File: src/rtl/mc_ctrl_pkg.sv
// Shared encodings for the mc_ctrl multi-cycle control FSM: states, opcodes,
// funct codes, ALU controls and datapath mux selects.
package mc_ctrl_pkg;

  typedef enum logic [3:0] {
    ST_FETCH    = 4'd0,
    ST_DECODE   = 4'd1,
    ST_EXEC_R   = 4'd2,
    ST_EXEC_I   = 4'd3,
    ST_MEM_ADDR = 4'd4,
    ST_MEM_RD   = 4'd5,
    ST_MEM_WR   = 4'd6,
    ST_WB_R     = 4'd7,
    ST_WB_I     = 4'd8,
    ST_WB_MEM   = 4'd9,
    ST_BRANCH   = 4'd10,
    ST_JUMP     = 4'd11,
    ST_HALT     = 4'd12
  } state_t;

  localparam logic [5:0] OP_RTYPE = 6'h00;
  localparam logic [5:0] OP_J     = 6'h02;
  localparam logic [5:0] OP_BEQ   = 6'h04;
  localparam logic [5:0] OP_ORI   = 6'h0d;
  localparam logic [5:0] OP_LUI   = 6'h0f;
  localparam logic [5:0] OP_LW    = 6'h23;
  localparam logic [5:0] OP_SW    = 6'h2b;

  localparam logic [5:0] FN_ADDU  = 6'h21;
  localparam logic [5:0] FN_SUBU  = 6'h23;

  localparam logic [3:0] ALU_ADD  = 4'd0;
  localparam logic [3:0] ALU_SUB  = 4'd1;
  localparam logic [3:0] ALU_OR   = 4'd3;
  localparam logic [3:0] ALU_CMP  = 4'd4;
  localparam logic [3:0] ALU_LUI  = 4'd5;

  localparam logic [1:0] SRCB_RT   = 2'd0;
  localparam logic [1:0] SRCB_FOUR = 2'd1;
  localparam logic [1:0] SRCB_IMM  = 2'd2;
  localparam logic [1:0] SRCB_BOFF = 2'd3;

  localparam logic [1:0] PCSRC_ALU    = 2'd0;
  localparam logic [1:0] PCSRC_ALUOUT = 2'd1;
  localparam logic [1:0] PCSRC_JUMP   = 2'd2;

  typedef enum logic [2:0] {
    CLS_R   = 3'd0,
    CLS_I   = 3'd1,
    CLS_MEM = 3'd2,
    CLS_BR  = 3'd3,
    CLS_J   = 3'd4,
    CLS_ILL = 3'd5
  } iclass_t;

  // alt selects the second member of a class: subu, lui or sw
  typedef struct packed {
    iclass_t cls;
    logic    alt;
  } dec_t;

endpackage

File: src/rtl/mc_ctrl_dec.sv
// Combinational opcode/funct to instruction-class decode for mc_ctrl.
module mc_ctrl_dec
  import mc_ctrl_pkg::*;
(
  input  logic [5:0] i_op,
  input  logic [5:0] i_funct,
  output dec_t       o_dec
);

  always_comb begin
    o_dec.cls = CLS_ILL;
    o_dec.alt = 1'b0;
    unique case (i_op)
      OP_RTYPE: begin
        if (i_funct == FN_ADDU) begin
          o_dec.cls = CLS_R;
        end else if (i_funct == FN_SUBU) begin
          o_dec.cls = CLS_R;
          o_dec.alt = 1'b1;
        end
      end
      OP_ORI:  o_dec.cls = CLS_I;
      OP_LUI: begin
        o_dec.cls = CLS_I;
        o_dec.alt = 1'b1;
      end
      OP_LW:   o_dec.cls = CLS_MEM;
      OP_SW: begin
        o_dec.cls = CLS_MEM;
        o_dec.alt = 1'b1;
      end
      OP_BEQ:  o_dec.cls = CLS_BR;
      OP_J:    o_dec.cls = CLS_J;
      default: o_dec.cls = CLS_ILL;
    endcase
  end

endmodule

File: src/rtl/mc_ctrl.sv
// Multi-cycle MIPS-lite control FSM with retired-instruction counter.
// MC_CTRL_ILLEGAL_TRAP_EN: undecoded instructions halt and raise illegal.
module mc_ctrl
  import mc_ctrl_pkg::*;
#(
  parameter int unsigned CNT_W = 32
) (
  input  logic             clk,
  input  logic             rst_n,
  input  logic [31:0]      instruction,
  input  logic             zero,
  input  logic             mem_ack,
  output logic             mem_req,
  output logic             i_or_d,
  output logic             mem_write,
  output logic             ir_write,
  output logic             pc_write,
  output logic             pc_write_cond,
  output logic             reg_write,
  output logic             reg_dst,
  output logic             mem_to_reg,
  output logic             alu_src_a,
  output logic [1:0]       alu_src_b,
  output logic [3:0]       alu_ctl,
  output logic [1:0]       pc_source,
  output logic [3:0]       state,
  output logic [CNT_W-1:0] instret
`ifdef MC_CTRL_ILLEGAL_TRAP_EN
  ,
  output logic             illegal
`endif
);

  state_t           r_state;
  state_t           w_next;
  dec_t             w_dec;
  logic             w_retire;
  logic [CNT_W-1:0] r_instret;

  // zero is consumed by the datapath; immediate/register fields are not needed here
  logic w_unused;
  assign w_unused = zero ^ (^instruction[25:6]);

  mc_ctrl_dec u_dec (
    .i_op    (instruction[31:26]),
    .i_funct (instruction[5:0]),
    .o_dec   (w_dec)
  );

  always_ff @(posedge clk or negedge rst_n) begin
    if (!rst_n) begin
      r_state   <= ST_FETCH;
      r_instret <= '0;
    end else begin
      r_state <= w_next;
      if (w_retire) begin
        r_instret <= r_instret + CNT_W'(1);
      end
    end
  end

  always_comb begin
    w_next   = r_state;
    w_retire = 1'b0;
    unique case (r_state)
      ST_FETCH: if (mem_ack) w_next = ST_DECODE;
      ST_DECODE: begin
        unique case (w_dec.cls)
          CLS_R:   w_next = ST_EXEC_R;
          CLS_I:   w_next = ST_EXEC_I;
          CLS_MEM: w_next = ST_MEM_ADDR;
          CLS_BR:  w_next = ST_BRANCH;
          CLS_J:   w_next = ST_JUMP;
          default: begin
`ifdef MC_CTRL_ILLEGAL_TRAP_EN
            w_next   = ST_HALT;
`else
            w_next   = ST_FETCH;
            w_retire = 1'b1;
`endif
          end
        endcase
      end
      ST_EXEC_R:   w_next = ST_WB_R;
      ST_EXEC_I:   w_next = ST_WB_I;
      ST_MEM_ADDR: w_next = w_dec.alt ? ST_MEM_WR : ST_MEM_RD;
      ST_MEM_RD:   if (mem_ack) w_next = ST_WB_MEM;
      ST_MEM_WR: begin
        if (mem_ack) begin
          w_next   = ST_FETCH;
          w_retire = 1'b1;
        end
      end
      ST_WB_R, ST_WB_I, ST_WB_MEM, ST_BRANCH, ST_JUMP: begin
        w_next   = ST_FETCH;
        w_retire = 1'b1;
      end
      ST_HALT: w_next = ST_HALT;
      default: w_next = ST_FETCH;
    endcase
  end

  always_comb begin
    mem_req       = 1'b0;
    i_or_d        = 1'b0;
    mem_write     = 1'b0;
    ir_write      = 1'b0;
    pc_write      = 1'b0;
    pc_write_cond = 1'b0;
    reg_write     = 1'b0;
    reg_dst       = 1'b0;
    mem_to_reg    = 1'b0;
    alu_src_a     = 1'b0;
    alu_src_b     = SRCB_RT;
    alu_ctl       = ALU_ADD;
    pc_source     = PCSRC_ALU;
    unique case (r_state)
      ST_FETCH: begin
        mem_req   = 1'b1;
        alu_src_b = SRCB_FOUR;
        ir_write  = mem_ack;
        pc_write  = mem_ack;
      end
      ST_DECODE: alu_src_b = SRCB_BOFF;
      ST_EXEC_R: begin
        alu_src_a = 1'b1;
        alu_ctl   = w_dec.alt ? ALU_SUB : ALU_ADD;
      end
      ST_EXEC_I: begin
        alu_src_a = 1'b1;
        alu_src_b = SRCB_IMM;
        alu_ctl   = w_dec.alt ? ALU_LUI : ALU_OR;
      end
      ST_MEM_ADDR: begin
        alu_src_a = 1'b1;
        alu_src_b = SRCB_IMM;
      end
      ST_MEM_RD: begin
        mem_req = 1'b1;
        i_or_d  = 1'b1;
      end
      ST_MEM_WR: begin
        mem_req   = 1'b1;
        i_or_d    = 1'b1;
        mem_write = 1'b1;
      end
      ST_WB_R: begin
        reg_write = 1'b1;
        reg_dst   = 1'b1;
      end
      ST_WB_I: reg_write = 1'b1;
      ST_WB_MEM: begin
        reg_write  = 1'b1;
        mem_to_reg = 1'b1;
      end
      ST_BRANCH: begin
        alu_src_a     = 1'b1;
        alu_ctl       = ALU_CMP;
        pc_write_cond = 1'b1;
        pc_source     = PCSRC_ALUOUT;
      end
      ST_JUMP: begin
        pc_write  = 1'b1;
        pc_source = PCSRC_JUMP;
      end
      default: begin
      end
    endcase
  end

  assign state   = r_state;
  assign instret = r_instret;
`ifdef MC_CTRL_ILLEGAL_TRAP_EN
  assign illegal = (r_state == ST_HALT);
`endif

endmodule

File: config.mk
export PLATFORM = sky130hd
export DESIGN_NAME = mc_ctrl
export DESIGN_NICKNAME = d
export VERILOG_FILES = /design/src/rtl/mc_ctrl_pkg.sv /design/src/rtl/mc_ctrl_dec.sv /design/src/rtl/mc_ctrl.sv
export SDC_FILE = /design/constraint.sdc
export NUM_CORES = 1
export LEC_CHECK = 0
export ABC_AREA = 1
export CELL_PAD_IN_SITES_DETAIL_PLACEMENT = 0
export CELL_PAD_IN_SITES_GLOBAL_PLACEMENT = 1
export CORE_UTILIZATION = 32
export CTS_CLUSTER_DIAMETER = 150
export DETAILED_ROUTE_END_ITERATION = 10
export PLACE_DENSITY = 0.85
export SLEW_MARGIN = 20
export SYNTH_ARGS = -nofsm -noshare
export SYNTH_HDL_FRONTEND = slang
export SYNTH_SLANG_ARGS = --single-unit
File: constraint.sdc
create_clock -name clk -period 2.1 [get_ports clk]
set_input_delay 0.21 -clock clk [delete_from_list [all_inputs] [get_ports clk]]
set_output_delay 0.21 -clock clk [all_outputs]
set_load 0.1 [all_outputs]
==> qor.yml, run 1 <==
synth_area_per_cell_um2: 6.41
syn_to_layout_area_delta_pct: 36.9
power_leakage_nw: 1.91
syn_area_um2: 2900
drcViolationCount: 0
numCtsBuffers: 5
cts_root_buf: "sky130_fd_sc_hd__clkbuf_8"
floorplan.rows: 34
power-per-cell-area_nw_per_um2: 1160
setup-tns-final_ns: 0
synth_cell_type_count: 26
grt_pass1_wl_um: 14200
synth_fp_nets: 490
post_drt_wl_per_cell_um: 12.9
report.final.slew_viol_count: 0
hp-class: "primary input to async pin"
first_iter_violations: 162
number_of_vias_per_cell: 4.86
number_of_instances_in_the_synthesized_netlist: 453
path_class: "flip-flop to output port"
tightestPinTransition_ns: 0.837
irDropWorstVdd_mv: 1.50
worstPathArrival_ns: 1.74
h_tree_lvls: 2
first_global_vias: 2976
total_congestion_overflow_after_global_routing: 0
hold_slack_ns: 0.0122
report.final.hold_viol_count: 0
post_cts_hold_buffer_count: 0
start_util_pct: 33.1
critical_path.n_buffers_inverters: 3
setup_viol: 0
final_critical_path_setup_slack_ns: 0.148
critical_path.startpoint_type: "flip-flop"
critical_path.endpoint_type: "output port"
die_y_um: 97.2
grt_setup_unrepaired: "false"
post_cts_setup_buffer_count: 0
post_cts.resized_instances: 0
placeableCoreArea_um2: 8760
run_status: "completed"
worst_slew_margin_relative_to_its_limit_pct: 44.2
pre_cts_worst_setup_slack_ns: 0.214
die-width_um: 97.2
ant_nets: 0
clk_transition_reported_paths_ns: 0.08
critical_path.top_delay_family: "flip-flops"
globalplace.congestion: 0.871
yosys_warnings: 0
fmax_mhz: 512
worst_skew_pair.late_latency_ns: 0.29
fillers: 877
synth_seq_area_share_pct: 31.0
floorplan.die_area_um2: 9450
tritoncts_num_sinks: 36
drv_cap: 0
grt_start_max_net_pins: 37
crit_fanout: 6
design.final.nets: 559
post-route-period-util_pct: 93.0
drt-total-wl_um: 8160
finalCriticalPeriod_ns: 1.95
cts.path.max_buffers: 2
fin_worst_skew_ns: 0.00740
drive_above_1_share_pct: 26.2
worstPathCellList: "nor2_1 -> inv_1 -> nor2_1 -> inv_1 -> o21ai_2 -> buf_12"
length_of_the_first_detailed_routing_pass_in_iterations: 4
critical_path_required_ns: 1.89
insertedDiodeCount: 0
finalCoreUtilization_pct: 45.3
vias: 3068
flip_flop_and_latch_count_after_synthesis: 36
grt_util_all_layers_pct: 18.0
boundaryPins: 90
tritoncts: "built"
post-dp-hpwl_um: 6430
port_buffers: 67
timing.critical_path.slowest_cell_delay_ns: 0.53
timing.critical_path.slowest_stage_cell: "sky130_fd_sc_hd__dfrtp_4"
antenna_found_initial: 0
[cell usage after synthesis]
master                     instances  area share, %
sky130_fd_sc_hd__a211oi_4          1           0.69
sky130_fd_sc_hd__a21oi_1           4           0.69
sky130_fd_sc_hd__buf_2             3           0.52
sky130_fd_sc_hd__buf_4             2           0.52
sky130_fd_sc_hd__buf_6             6            2.3
sky130_fd_sc_hd__conb_1            1           0.13
sky130_fd_sc_hd__dfrtp_1          36             31
sky130_fd_sc_hd__ha_1              1           0.43
sky130_fd_sc_hd__inv_1            45            5.8
sky130_fd_sc_hd__inv_2             4           0.52
sky130_fd_sc_hd__nand2_1         146             19
sky130_fd_sc_hd__nand2_2          29            6.3
sky130_fd_sc_hd__nand2_4           3            1.2
sky130_fd_sc_hd__nand3_1          54            9.3
sky130_fd_sc_hd__nand3_2           1           0.34
sky130_fd_sc_hd__nand3b_1          8            2.1
sky130_fd_sc_hd__nand4_1           7            1.5
sky130_fd_sc_hd__nor2_1           60            7.8
sky130_fd_sc_hd__nor2_2            4           0.86
sky130_fd_sc_hd__nor2_4            2           0.78
sky130_fd_sc_hd__nor3_1           12            2.1
sky130_fd_sc_hd__o211ai_1          1           0.26
sky130_fd_sc_hd__o21ai_0           5           0.86
sky130_fd_sc_hd__o22ai_1           3           0.65
sky130_fd_sc_hd__xnor2_1           3           0.91
sky130_fd_sc_hd__xor2_1           12            3.6
[cell usage in the layout (no fill, tap or decap), drive strengths merged, types with 3 or more instances in the layout]
cell and count:
nand2 178, nor2 66, buf 60, nand3 55, inv 49, dfrtp 36
clkdlybuf4s50 13, nor3 12, xor2 12, nand3b 8, nand4 7, clkbuf 7
o21ai 5, a21oi 4, xnor2 3, o22ai 3
[per-layer routing]
layer / global-route usage (%) / part of all wire, % / vias to the layer above / wire length [um]
li1: - / - / 1567 / -
met1: 23.8 / 46 / 1413 / 3780
met2: 30.9 / 47 / 80 / 3840
met3: 2.66 / 5.4 / 8 / 443
met4: 4.30 / 1.1 / 0 / 90
met5: 0 / 0 / - / 0
[path summary, 6_finish.rpt]
kind	from	endpoint	slack [ns]	depth (start not counted)
max in group asynchronous	rst_n	state[0]$_DFFE_PN0P_	1.47	1
min in group clk	instret[31]$_DFFE_PN0P_	instret[31]$_DFFE_PN0P_	0.56	2
worst max register to register	instret[0]$_DFFE_PN0P_	instret[30]$_DFFE_PN0P_	0.25	10
worst max-delay path	state[2]$_DFFE_PN0P_	alu_ctl[0]	0.15	6
worst min register to register	instret[31]$_DFFE_PN0P_	instret[31]$_DFFE_PN0P_	0.56	2
worst min-delay path	rst_n	instret[10]$_DFFE_PN0P_	0.01	1
[logic make-up (layout without fill, tap and decap cells)]
kind of cell             count (synthesis)  count (layout)  synth area share (%)
AND/OR/NAND/NOR                        326             326                  51.0
XOR/XNOR                                15              15                  4.53
other                                    1               1                 0.129
buffers and inverters                   60             130                  9.70
flip-flops                              36              36                  31.0
AO/OA/AOI/OAI                           14              14                  3.15
adder cells (fa/ha/maj)                  1               1                 0.431
[final cells by class]
class                      instances  area (um^2)  area share [%]
sequential                        36          921            23.2
timing repair buffer              73          803            20.2
inverter                          49          186            4.69
clock buffer                       7         86.3            2.17
clock inverter                     1         7.51           0.189
multi-input combinational        357         1830            46.1
tap                              108          135            3.40
[flip-flops by register name, summed over array words and instances, names as in the netlist]
name and cells:
instret 32, state 4
[stage by stage]
step	power [mW]	cells	cell area (um^2)
after global placement	4.11	623	3880
after CTS	4.67	631	3970
after global routing	4.84	631	3970
after detailed placement	4.13	623	3880
final	4.62	631	3970
after floorplan	3.29	453	3050
[power breakdown]
part / total [mW] / internal, mW / switching (mW) / leakage, nW
logic: 3.17 / 0.891 / 2.28 / 1.38
registers: 0.925 / 0.790 / 0.135 / 0.483
clock network: 0.525 / 0.267 / 0.258 / 0.0445
[worst reg2reg max path: cells and delay by family (launching register included)]
kind          cells  cell delay [ns]
simple gates      8             0.97
buf+inv           1             0.05
fa+ha+maj         1             0.28
flops             1             0.45
No activity file was read; power rests on OpenSTA's default activity.
==> inputs of run 2 (changes only) <==
==> constraint.sdc (replaced) <==
create_clock -name clk -period 2.1 [get_ports clk]
set_input_delay 0.315 -clock clk [delete_from_list [all_inputs] [get_ports clk]]
set_output_delay 0.315 -clock clk [all_outputs]
set_load 0.1 [all_outputs]
==> run 2 against run 1 <==
Wire length grew 4.7%. Global-route usage grew 0.97 points. Clock skew grew 0.0029 ns. Critical path type is now primary input to output port. Utilization grew 1.8 points. Critical path depth grew 3. The flow now finishes with violations (negative hold slack). Cell area grew 4.0%. Non-clock buffer count grew 8. Final cell count grew 1.3%.
==> qor.yml, run 2 (synthesis gave the netlist of run 1 again) <==
run_status: "finished with violations"
failed_checks: "negative hold slack"
floorplan.rows: 34
start_util_pct: 33.1
finalCriticalPeriod_ns: 1.99
tritoncts: "built"
worstPathCellList: "clkdlybuf4s50_1 -> buf_4 -> nand2_1 -> inv_1 -> nand2_1 -> nand2_1 -> inv_1 -> o21ai_2 -> buf_12"
die-width_um: 97.2
hold_slack_ns: -0.00981
antenna_found_initial: 0
ant_nets: 0
worst_skew_pair.late_latency_ns: 0.29
worst_path_most_repeated_cell: "sky130_fd_sc_hd__nand2_1"
fmax_mhz: 502
grt_start_max_net_pins: 23
insertedDiodeCount: 0
die_y_um: 97.2
power_mw: 4.88
timing.critical_path.slowest_stage_cell: "sky130_fd_sc_hd__clkdlybuf4s50_1"
report.final.slew_viol_count: 0
first_iter_violations: 121
worst_slew_margin_relative_to_its_limit_pct: 65.0
setup_viol: 0
length_of_the_first_detailed_routing_pass_in_iterations: 5
grt_pass1_wl_um: 14900
max_reg_flops: 32
ff2ff_setup_slack_ns: 0.28
irDropWorstVdd_mv: 1.90
tritoncts_num_sinks: 36
drv_cap: 0
h_tree_lvls: 2
critical_path.top_delay_family: "buffers and inverters"
post-route-period-util_pct: 94.9
critical_path.endpoint_type: "output port"
number_of_vias_per_cell: 4.82
post_drt_wl_per_cell_um: 13.4
critical_path_required_ns: 1.78
numCtsBuffers: 5
grt_util_all_layers_pct: 19.0
drt-total-wl_um: 8540
floorplan.die_area_um2: 9450
fin_worst_skew_ns: 0.0102
tightestPinTransition_ns: 0.526
vias: 3077
first_global_vias: 3126
post-dp-hpwl_um: 6750
drcViolationCount: 0
power-per-cell-area_nw_per_um2: 1180
layout.cells.most_common_list: "144 x sky130_fd_sc_hd__nand2_1, 50 x sky130_fd_sc_hd__nand3_1, 48 x sky130_fd_sc_hd__nor2_1, 48 x sky130_fd_sc_hd__buf_4, 39 x sky130_fd_sc_hd__inv_1"
globalplace.congestion: 0.910
post_cts_hold_buffer_count: 0
power_leakage_nw: 2.01
cts.path.max_buffers: 2
design.final.nets: 567
clk_transition_reported_paths_ns: 0.08
critical_path.n_buffers_inverters: 5
cts_root_buf: "sky130_fd_sc_hd__clkbuf_8"
critical_path.startpoint_type: "primary input"
total_congestion_overflow_after_global_routing: 0
boundaryPins: 90
placeableCoreArea_um2: 8760
hp-class: "primary input to async pin"
syn_to_layout_area_delta_pct: 42.3
port_buffers: 67
drive_above_1_share_pct: 29.6
path_class: "primary input to output port"
most_frequent_standard_cell_in_the_layout_excluding_fill_and_tap_cells: "sky130_fd_sc_hd__nand2_1"
timing.critical_path.slowest_cell_delay_ns: 0.50
report.final.hold_viol_count: 8
worstPathArrival_ns: 1.68
crit_fanout: 3
-- run 2: cell types whose count changed in the layout (fill, tap and decap cells not counted), moves of 2 or more --
cell,delta
sky130_fd_sc_hd__buf_4,+7
sky130_fd_sc_hd__nor2_1,-6
sky130_fd_sc_hd__nor2_2,+6
sky130_fd_sc_hd__clkdlybuf4s50_1,-5
sky130_fd_sc_hd__dlymetal6s2s_1,+5
sky130_fd_sc_hd__inv_1,-3
sky130_fd_sc_hd__nand3_1,-3
sky130_fd_sc_hd__nand3_2,+3
sky130_fd_sc_hd__inv_2,+2
sky130_fd_sc_hd__nand2_4,-2
sky130_fd_sc_hd__nand2_8,+2
-- run 2: report_power, final --
group,total [mW],leakage [nW],internal [mW],switching [mW]
registers,0.918,0.483,0.790,0.128
clock network,0.614,0.0552,0.353,0.261
logic,3.35,1.47,0.994,2.36
total,4.88,2.01,2.14,2.75
-- run 2: worst paths after layout --
kind | start | end | cells past startpoint
min reg2reg | instret[1]$_DFFE_PN0P_ | instret[1]$_DFFE_PN0P_ | 2
max | instruction[27] | alu_ctl[0] | 9
min in group clk | instret[1]$_DFFE_PN0P_ | instret[1]$_DFFE_PN0P_ | 2
min | rst_n | instret[12]$_DFFE_PN0P_ | 1
max in group asynchronous | rst_n | instret[3]$_DFFE_PN0P_ | 2
max reg2reg | instret[1]$_DFFE_PN0P_ | instret[30]$_DFFE_PN0P_ | 10
-- run 2: through the flow --
| step | area, um^2 | cells | setup WS (ns) | utilization [%] | setup TNS [ns] |
|---|---|---|---|---|---|
| 6_report | 4130 | 639 | 0.107 | 47.1 | 0 |
| 3_3_place_gp | 3960 | 628 | 0.00429 | 45.1 | 0 |
| 5_1_grt | 4130 | 639 | -0.00903 | 47.1 | -0.0116 |
| 3_5_place_dp | 3960 | 628 | 0.0112 | 45.1 | 0 |
| 2_1_floorplan | 3080 | 453 | -0.175 | - | -0.238 |
| 4_1_cts | 4080 | 638 | 0.00349 | 46.6 | 0 |
-- run 2: repair_timing --
action / CTS / global route
gates resized for setup: 3 / 15
cloned: 0 / 0
hold endpoints to repair: 0 / 0
endpoints found under the setup margin: 1 / 8
buffers inserted: 2 / 1
pin swaps: 3 / 4
-- run 2: layout make-up --
cell class / instances / area [um^2]
tap: 108 / 135
fill: 893 / 4630
clock inverter: 2 / 35.0
inverter: 49 / 191
timing repair buffer: 81 / 888
multi-input combinational: 357 / 1890
sequential: 36 / 921
clock buffer: 6 / 72.6
-- run 2: layer usage --
layer | vias to the layer above | GRT usage [%] | routed length (um)
met5 | - | 0 | 0
met4 | 0 | 3.96 | 109
met3 | 11 | 2.95 | 408
met2 | 70 | 33.9 | 4160
met1 | 1417 | 24.1 | 3860
li1 | 1579 | - | -
